[config.mk]
export PLATFORM = sky130hd
export DESIGN_NAME = vga_timing_gen
export DESIGN_NICKNAME = d
export VERILOG_FILES = /design/src/rtl/vga_timing_gen_pkg.sv /design/src/rtl/vga_timing_gen_sync_delay_line.sv /design/src/rtl/vga_timing_gen.sv
export SDC_FILE = /design/constraint.sdc
export NUM_CORES = 1
export LEC_CHECK = 0
export CAP_MARGIN = 20
export CORE_MARGIN = 2
export CORE_UTILIZATION = 30
export DETAILED_ROUTE_END_ITERATION = 8
export PLACE_DENSITY = 0.57
export SYNTH_ARGS = -nofsm -noshare
export SYNTH_HDL_FRONTEND = slang
export SYNTH_SLANG_ARGS = --single-unit
[constraint.sdc]
create_clock -name clk -period 3.65 [get_ports clk]
set_input_delay 1.095 -clock clk [delete_from_list [all_inputs] [get_ports clk]]
set_output_delay 1.095 -clock clk [all_outputs]
set_load 0.03 [all_outputs]
[src/rtl/vga_timing_gen_pkg.sv]
// Shared timing constants and types for the VGA raster generator.
// The defaults describe 640x480@60 with a 25.175 MHz pixel step.
package vga_timing_gen_pkg;

    // Coordinate width shared by x_ord/y_ord and the range it can address
    localparam int unsigned COORD_W     = 10;
    localparam int unsigned COORD_LIMIT = 1 << COORD_W;

    // Horizontal timing defaults (pixels)
    localparam int unsigned H_ACTIVE_DEF = 640;
    localparam int unsigned H_FRONT_DEF  = 16;
    localparam int unsigned H_SYNC_DEF   = 96;
    localparam int unsigned H_BACK_DEF   = 48;

    // Vertical timing defaults (lines)
    localparam int unsigned V_ACTIVE_DEF = 480;
    localparam int unsigned V_FRONT_DEF  = 10;
    localparam int unsigned V_SYNC_DEF   = 2;
    localparam int unsigned V_BACK_DEF   = 33;

    // Derived totals for the default mode (800 x 525)
    localparam int unsigned H_TOTAL_DEF = H_ACTIVE_DEF + H_FRONT_DEF + H_SYNC_DEF + H_BACK_DEF;
    localparam int unsigned V_TOTAL_DEF = V_ACTIVE_DEF + V_FRONT_DEF + V_SYNC_DEF + V_BACK_DEF;

    // Sync polarity encodings: value is the asserted level
    localparam bit SYNC_ACTIVE_LOW  = 1'b0;
    localparam bit SYNC_ACTIVE_HIGH = 1'b1;

    // Pin sync delay and frame counter defaults
    localparam int unsigned SYNC_DELAY_DEF  = 2;
    localparam int unsigned SYNC_DELAY_MAX  = 7;
    localparam int unsigned FRAME_CNT_W_DEF = 16;

    typedef logic [COORD_W-1:0] coordT;

    // Raster position payload
    typedef struct packed {
        coordT x;
        coordT y;
    } rasterPosT;

    // Sum of the four segments of one timing axis
    function automatic int unsigned sumTiming(
        input int unsigned active,
        input int unsigned front,
        input int unsigned sync,
        input int unsigned back
    );
        return active + front + sync + back;
    endfunction

endpackage

[src/rtl/vga_timing_gen_sync_delay_line.sv]
// Shift register that delays a sync level by DEPTH pixel steps.
// Stages advance only when shiftEn is high; DEPTH=0 is a straight wire.
module vga_timing_gen_sync_delay_line
    import vga_timing_gen_pkg::*;
#(
    parameter int unsigned DEPTH       = SYNC_DELAY_DEF,
    parameter bit          RESET_LEVEL = 1'b1
) (
    input  logic clk,
    input  logic rst_n,
    input  logic shiftEn,
    input  logic din,
    output logic dout
);

    if (DEPTH > SYNC_DELAY_MAX) begin : gBadDepth
        $error("sync delay depth out of range");
    end

    if (DEPTH == 0) begin : gBypass
        logic unusedBypass;
        assign unusedBypass = &{1'b0, clk, rst_n, shiftEn};
        assign dout = din;
    end else begin : gShift
        logic [DEPTH-1:0] stages;

        // Shift the sync level one stage per pixel step; hold otherwise
        always_ff @(posedge clk or negedge rst_n) begin
            if (!rst_n) begin
                stages <= {DEPTH{RESET_LEVEL}};
            end else if (shiftEn) begin
                stages <= DEPTH'({stages, din});
            end
        end

        assign dout = stages[DEPTH-1];
    end

endmodule

[src/rtl/vga_timing_gen.sv]
// Raster timing generator: pixel coordinates, visible flag, sync pulses,
// line/frame start strobes and a frame counter, stepping on pix_en.
// Pin syncs are delayed to line up with the downstream RGB pipeline.
module vga_timing_gen
    import vga_timing_gen_pkg::*;
#(
    parameter int unsigned H_ACTIVE    = H_ACTIVE_DEF,
    parameter int unsigned H_FRONT     = H_FRONT_DEF,
    parameter int unsigned H_SYNC      = H_SYNC_DEF,
    parameter int unsigned H_BACK      = H_BACK_DEF,
    parameter int unsigned V_ACTIVE    = V_ACTIVE_DEF,
    parameter int unsigned V_FRONT     = V_FRONT_DEF,
    parameter int unsigned V_SYNC      = V_SYNC_DEF,
    parameter int unsigned V_BACK      = V_BACK_DEF,
    parameter bit          HSYNC_POL   = SYNC_ACTIVE_LOW,
    parameter bit          VSYNC_POL   = SYNC_ACTIVE_LOW,
    parameter int unsigned SYNC_DELAY  = SYNC_DELAY_DEF,
    parameter int unsigned FRAME_CNT_W = FRAME_CNT_W_DEF
) (
    input  logic                   clk,
    input  logic                   rst_n,
    input  logic                   pix_en,
    output logic [COORD_W-1:0]     x_ord,
    output logic [COORD_W-1:0]     y_ord,
    output logic                   visible,
    output logic                   hsync,
    output logic                   vsync,
    output logic                   line_start,
    output logic                   frame_start,
    output logic [FRAME_CNT_W-1:0] frame_count
);

    localparam int unsigned H_TOTAL  = sumTiming(H_ACTIVE, H_FRONT, H_SYNC, H_BACK);
    localparam int unsigned V_TOTAL  = sumTiming(V_ACTIVE, V_FRONT, V_SYNC, V_BACK);
    localparam int unsigned HS_START = H_ACTIVE + H_FRONT;
    localparam int unsigned HS_END   = HS_START + H_SYNC;
    localparam int unsigned VS_START = V_ACTIVE + V_FRONT;
    localparam int unsigned VS_END   = VS_START + V_SYNC;
    // One extra bit so boundaries equal to COORD_LIMIT compare correctly
    localparam int unsigned CMP_W    = COORD_W + 1;

    localparam coordT X_LAST = COORD_W'(H_TOTAL - 1);
    localparam coordT Y_LAST = COORD_W'(V_TOTAL - 1);

    if (H_TOTAL == 0 || H_TOTAL > COORD_LIMIT) begin : gBadHTotal
        $error("horizontal total outside coordinate range");
    end
    if (V_TOTAL == 0 || V_TOTAL > COORD_LIMIT) begin : gBadVTotal
        $error("vertical total outside coordinate range");
    end
    if (SYNC_DELAY > SYNC_DELAY_MAX) begin : gBadSyncDelay
        $error("sync delay out of range");
    end

    rasterPosT posNext;
    logic      visibleNext;
    logic      inHsync;
    logic      inVsync;
    logic      hsyncRawNext;
    logic      vsyncRawNext;
    logic      lineStartNext;
    logic      frameStartNext;
    logic      hsyncRaw;
    logic      vsyncRaw;

    // Next raster position and the flags derived from it
    always_comb begin
        posNext        = '{x: x_ord, y: y_ord};
        visibleNext    = 1'b0;
        inHsync        = 1'b0;
        inVsync        = 1'b0;
        hsyncRawNext   = ~HSYNC_POL;
        vsyncRawNext   = ~VSYNC_POL;
        lineStartNext  = 1'b0;
        frameStartNext = 1'b0;

        if (x_ord == X_LAST) begin
            posNext.x = '0;
            if (y_ord == Y_LAST) begin
                posNext.y = '0;
            end else begin
                posNext.y = y_ord + COORD_W'(1);
            end
        end else begin
            posNext.x = x_ord + COORD_W'(1);
        end

        visibleNext = ({1'b0, posNext.x} < CMP_W'(H_ACTIVE)) &&
                      ({1'b0, posNext.y} < CMP_W'(V_ACTIVE));
        inHsync     = ({1'b0, posNext.x} >= CMP_W'(HS_START)) &&
                      ({1'b0, posNext.x} <  CMP_W'(HS_END));
        inVsync     = ({1'b0, posNext.y} >= CMP_W'(VS_START)) &&
                      ({1'b0, posNext.y} <  CMP_W'(VS_END));

        hsyncRawNext = inHsync ? HSYNC_POL : ~HSYNC_POL;
        vsyncRawNext = inVsync ? VSYNC_POL : ~VSYNC_POL;

        // Strobes only fire on a real step, so they drop on any idle edge
        lineStartNext  = pix_en && (posNext.x == '0);
        frameStartNext = lineStartNext && (posNext.y == '0);
    end

    // Raster state; reset parks the position on the last pixel of a frame
    always_ff @(posedge clk or negedge rst_n) begin
        if (!rst_n) begin
            x_ord       <= X_LAST;
            y_ord       <= Y_LAST;
            visible     <= 1'b0;
            hsyncRaw    <= ~HSYNC_POL;
            vsyncRaw    <= ~VSYNC_POL;
            line_start  <= 1'b0;
            frame_start <= 1'b0;
            frame_count <= '0;
        end else begin
            line_start  <= lineStartNext;
            frame_start <= frameStartNext;
            if (pix_en) begin
                x_ord    <= posNext.x;
                y_ord    <= posNext.y;
                visible  <= visibleNext;
                hsyncRaw <= hsyncRawNext;
                vsyncRaw <= vsyncRawNext;
                if (frameStartNext) begin
                    frame_count <= frame_count + FRAME_CNT_W'(1);
                end
            end
        end
    end

    vga_timing_gen_sync_delay_line #(
        .DEPTH       (SYNC_DELAY),
        .RESET_LEVEL (~HSYNC_POL)
    ) uHsyncDelay (
        .clk     (clk),
        .rst_n   (rst_n),
        .shiftEn (pix_en),
        .din     (hsyncRaw),
        .dout    (hsync)
    );

    vga_timing_gen_sync_delay_line #(
        .DEPTH       (SYNC_DELAY),
        .RESET_LEVEL (~VSYNC_POL)
    ) uVsyncDelay (
        .clk     (clk),
        .rst_n   (rst_n),
        .shiftEn (pix_en),
        .din     (vsyncRaw),
        .dout    (vsync)
    );

endmodule

==> run metrics, run 1 <==
IO Port Bufs=43; Seq cells post-synth=45; clock skew=10.63 ps; DRT Wirelength=6.625 mm; cts repair resizes=0; setup violators final=0; largest net degree at the start of global routing=32; share of the synthesized area in the top cell type=25.73%; relative max-transition margin=53.03%; Rows=35; Setup crit end kind=register; outcome=completed; P&R area growth vs syn=20.23%; r2r setup slk=510 ps; gpl congestion=0.7546; CTS buffer count=5; antenna violations before repair=0; DP HPWL=4.680 mm; Synth Cell Area=2820 µm²; Final Cycle Share=85.96%; Post-Layout Cell Count=426; # diodes=0; VDD IR max=0.1810 mV; Leak=0.001292 µW; final hold vios=0; drt via density=5.235; routed length per instance=15.55 µm; vias in the first global route=2,195; critical path arrival=3330 ps; Hold WC Path Type=reg -> reg; Max-Cap Viols=0; Post-Syn Nets=291; type of origin of the critical path=register; Max Fclk=318.7 MHz; # IOs=44; clock sink count=45; Post-synth EDFFs=0; TNS Setup=0 ps; Final Core Density=36.87%; CTS tree=done; Initial Util=30.67%; Synth Area per Inst=9.965 µm²; total global-route track usage=13.70%; vias=2,230; die width=101.0 µm; CP Max Fanout=13; TritonRoute pass-1 iters=4; cell count after synthesis=283; DRC viols=0; Clock Path Buffers=2; worst slack, placed=545.3 ps; CTS root buffer=clkbuf_8; crit path time final=3138 ps; commonest register cell after synthesis=dfrtp_1; Final Slew Violations=0; CORE AREA=9196 µm²; nets=322; top cells by count, synth=dfrtp_1 (29), xnor2_1 (26), nand2_1 (23), nor2_1 (21), dfstp_2 (16); clk slew on worst S/H paths=90 ps; post-synth top area cell=dfrtp_1; Synth async-reset ratio=100.0%; hold_buf cts=0; first-pass GRT wire length=11.07 mm; RSZ-0062 raised after global routing=false; Iteration-0 DRC Markers=105; # Post-CTS Setup Buffers=0; Ys Warns=0; total die area=10,190 µm²; FILL cells=934; worst slew pin tran=699.4 ps; Post-DRT Antenna Nets=0; count leader, synth=dfrtp_1; top post-synthesis cells by area=dfrtp_1 (26%), dfstp_2 (15%), xnor2_1 (8.1%), nand2_1 (3.1%), nand4_1 (2.9%); Clock Latency Late Sink=300 ps; H-tree Lvls=2; Synth cell types=61; Die Y=101.0 µm; Critical Path RT=3840 ps; kind of critical path=reg -> reg; pwr dens=417.0 nW/µm²; Seq/Total Area, Yosys=40.64%; share of layout cells above drive strength 1=16.19%; final worst setup slack=512.3 ps; placed cell count=418; Congestion Overflow GR=0
## sequential cells by signal, indices dropped and copies added, names as in the netlist
name and flops:
frame_count 16, x_ord 10, y_ord 10, uHsyncDelay.gShift.stages 2, uVsyncDelay.gShift.stages 2, frame_start 1, hsyncRaw 1, line_start 1
visible 1, vsyncRaw 1
## area by class of cell
class | count | area, µm² | share of cell area, %
inverters | 5 | 18.77 | 0.5535
flip-flops and latches | 45 | 1146 | 33.80
multi-input cells | 212 | 1526 | 45.02
clock inverters | 2 | 37.54 | 1.107
clock buffers | 6 | 82.58 | 2.435
well taps | 111 | 138.9 | 4.096
repair buffers | 45 | 440.4 | 12.99
## logic make-up after synthesis
group | after synthesis | share of synthesized area, %
xor gates and xnor gates | 32 | 10.20
adders and majority gates | 5 | 2.218
AOI/OAI and AO/OA | 50 | 13.58
buffers and inverters | 26 | 5.234
DFF | 45 | 40.64
muxes | 9 | 3.638
and+or+nand+nor | 116 | 24.49
## per-stage QoR
step	total power (µW)	cell area [µm²]	hold WS (ps)
floorplan	911.3	2820	464.7
global placement	1017	3271	479.3
detailed placement	1025	3271	478.8
CTS	1434	3391	490.7
global route	1498	3391	526.6
finish	1414	3391	489.4
## final timing paths
check / cells past startpoint / endpoint / from
min in group asynchronous: 1 / x_ord[7]$_DFFE_PN0P_ / rst_n
setup / recovery: 8 / frame_count[12]$_DFFE_PN0P_ / x_ord[0]$_DFFE_PN1P_
max in group asynchronous: 2 / uVsyncDelay.gShift.stages[1]$_DFFE_PN1P_ / rst_n
hold / removal: 2 / hsyncRaw$_DFFE_PN1P_ / hsyncRaw$_DFFE_PN1P_
setup reg to reg: 8 / frame_count[12]$_DFFE_PN0P_ / x_ord[0]$_DFFE_PN1P_
hold reg to reg: 2 / hsyncRaw$_DFFE_PN1P_ / hsyncRaw$_DFFE_PN1P_
## metal layers
| layer | global-route usage, % | vias up | wire length, µm |
|---|---|---|---|
| li1 | - | 1086 | - |
| met1 | 17.97 | 1083 | 3033 |
| met2 | 22.72 | 49 | 3242 |
| met3 | 2.635 | 12 | 251 |
| met4 | 4.470 | 0 | 98 |
| met5 | 0 | - | 0 |
## cells in the final DEF (no fill, tap or decap), types with 3 or more instances in the layout
master,Yosys,final
nand3_1,14,14
dfstp_2,16,16
o21ai_0,12,12
and2_1,4,4
nor3_1,5,5
nand4_1,13,13
nand4b_1,3,3
clkdlybuf4s50_1,0,42
nand2_1,23,23
dfrtp_1,29,29
a31oi_1,5,5
inv_1,5,5
a21oi_1,8,8
and4_1,6,6
clkbuf_8,0,6
mux2_2,6,6
xor2_1,5,5
nor2_1,21,21
and3_1,8,8
xnor2_1,26,26
ha_1,5,5
## critical path: stages (launching register included)
cell       delay [ps]
dfstp_2           600
ha_1              300
and4_1            390
nand3_2           280
o21ai_1           370
o2111ai_1         270
nor3_4            460
nand4_1           190
xnor2_1           180
## power by group
part | switching (µW) | internal [µW] | leakage, µW
registers | 86.2 | 557 | 0.000572
logic | 212 | 158 | 0.000663
clock network | 178 | 223 | 0.0000574
Note: power is estimated with default switching activity, not from simulation.
==> inputs of run 2 (changes only) <==
--- a/config.mk
+++ b/config.mk
@@ -5,6 +5,7 @@
 export SDC_FILE = /design/constraint.sdc
 export NUM_CORES = 1
 export LEC_CHECK = 0
+export ABC_CLOCK_PERIOD_IN_PS = 3650
 export CAP_MARGIN = 20
 export CORE_MARGIN = 2
 export CORE_UTILIZATION = 30
==> results of run 2 <==
Final layout, timing and power as in run 1 (identical DEF).
==> inputs of run 3 (changes only) <==
--- a/config.mk
+++ b/config.mk
@@ -5,11 +5,11 @@
 export SDC_FILE = /design/constraint.sdc
 export NUM_CORES = 1
 export LEC_CHECK = 0
-export ABC_CLOCK_PERIOD_IN_PS = 3650
 export CAP_MARGIN = 20
 export CORE_MARGIN = 2
 export CORE_UTILIZATION = 30
 export DETAILED_ROUTE_END_ITERATION = 8
+export GPL_ROUTABILITY_DRIVEN = 0
 export PLACE_DENSITY = 0.57
 export SYNTH_ARGS = -nofsm -noshare
 export SYNTH_HDL_FRONTEND = slang
==> results of run 3 <==
Final layout, timing and power as in run 1 (identical DEF).
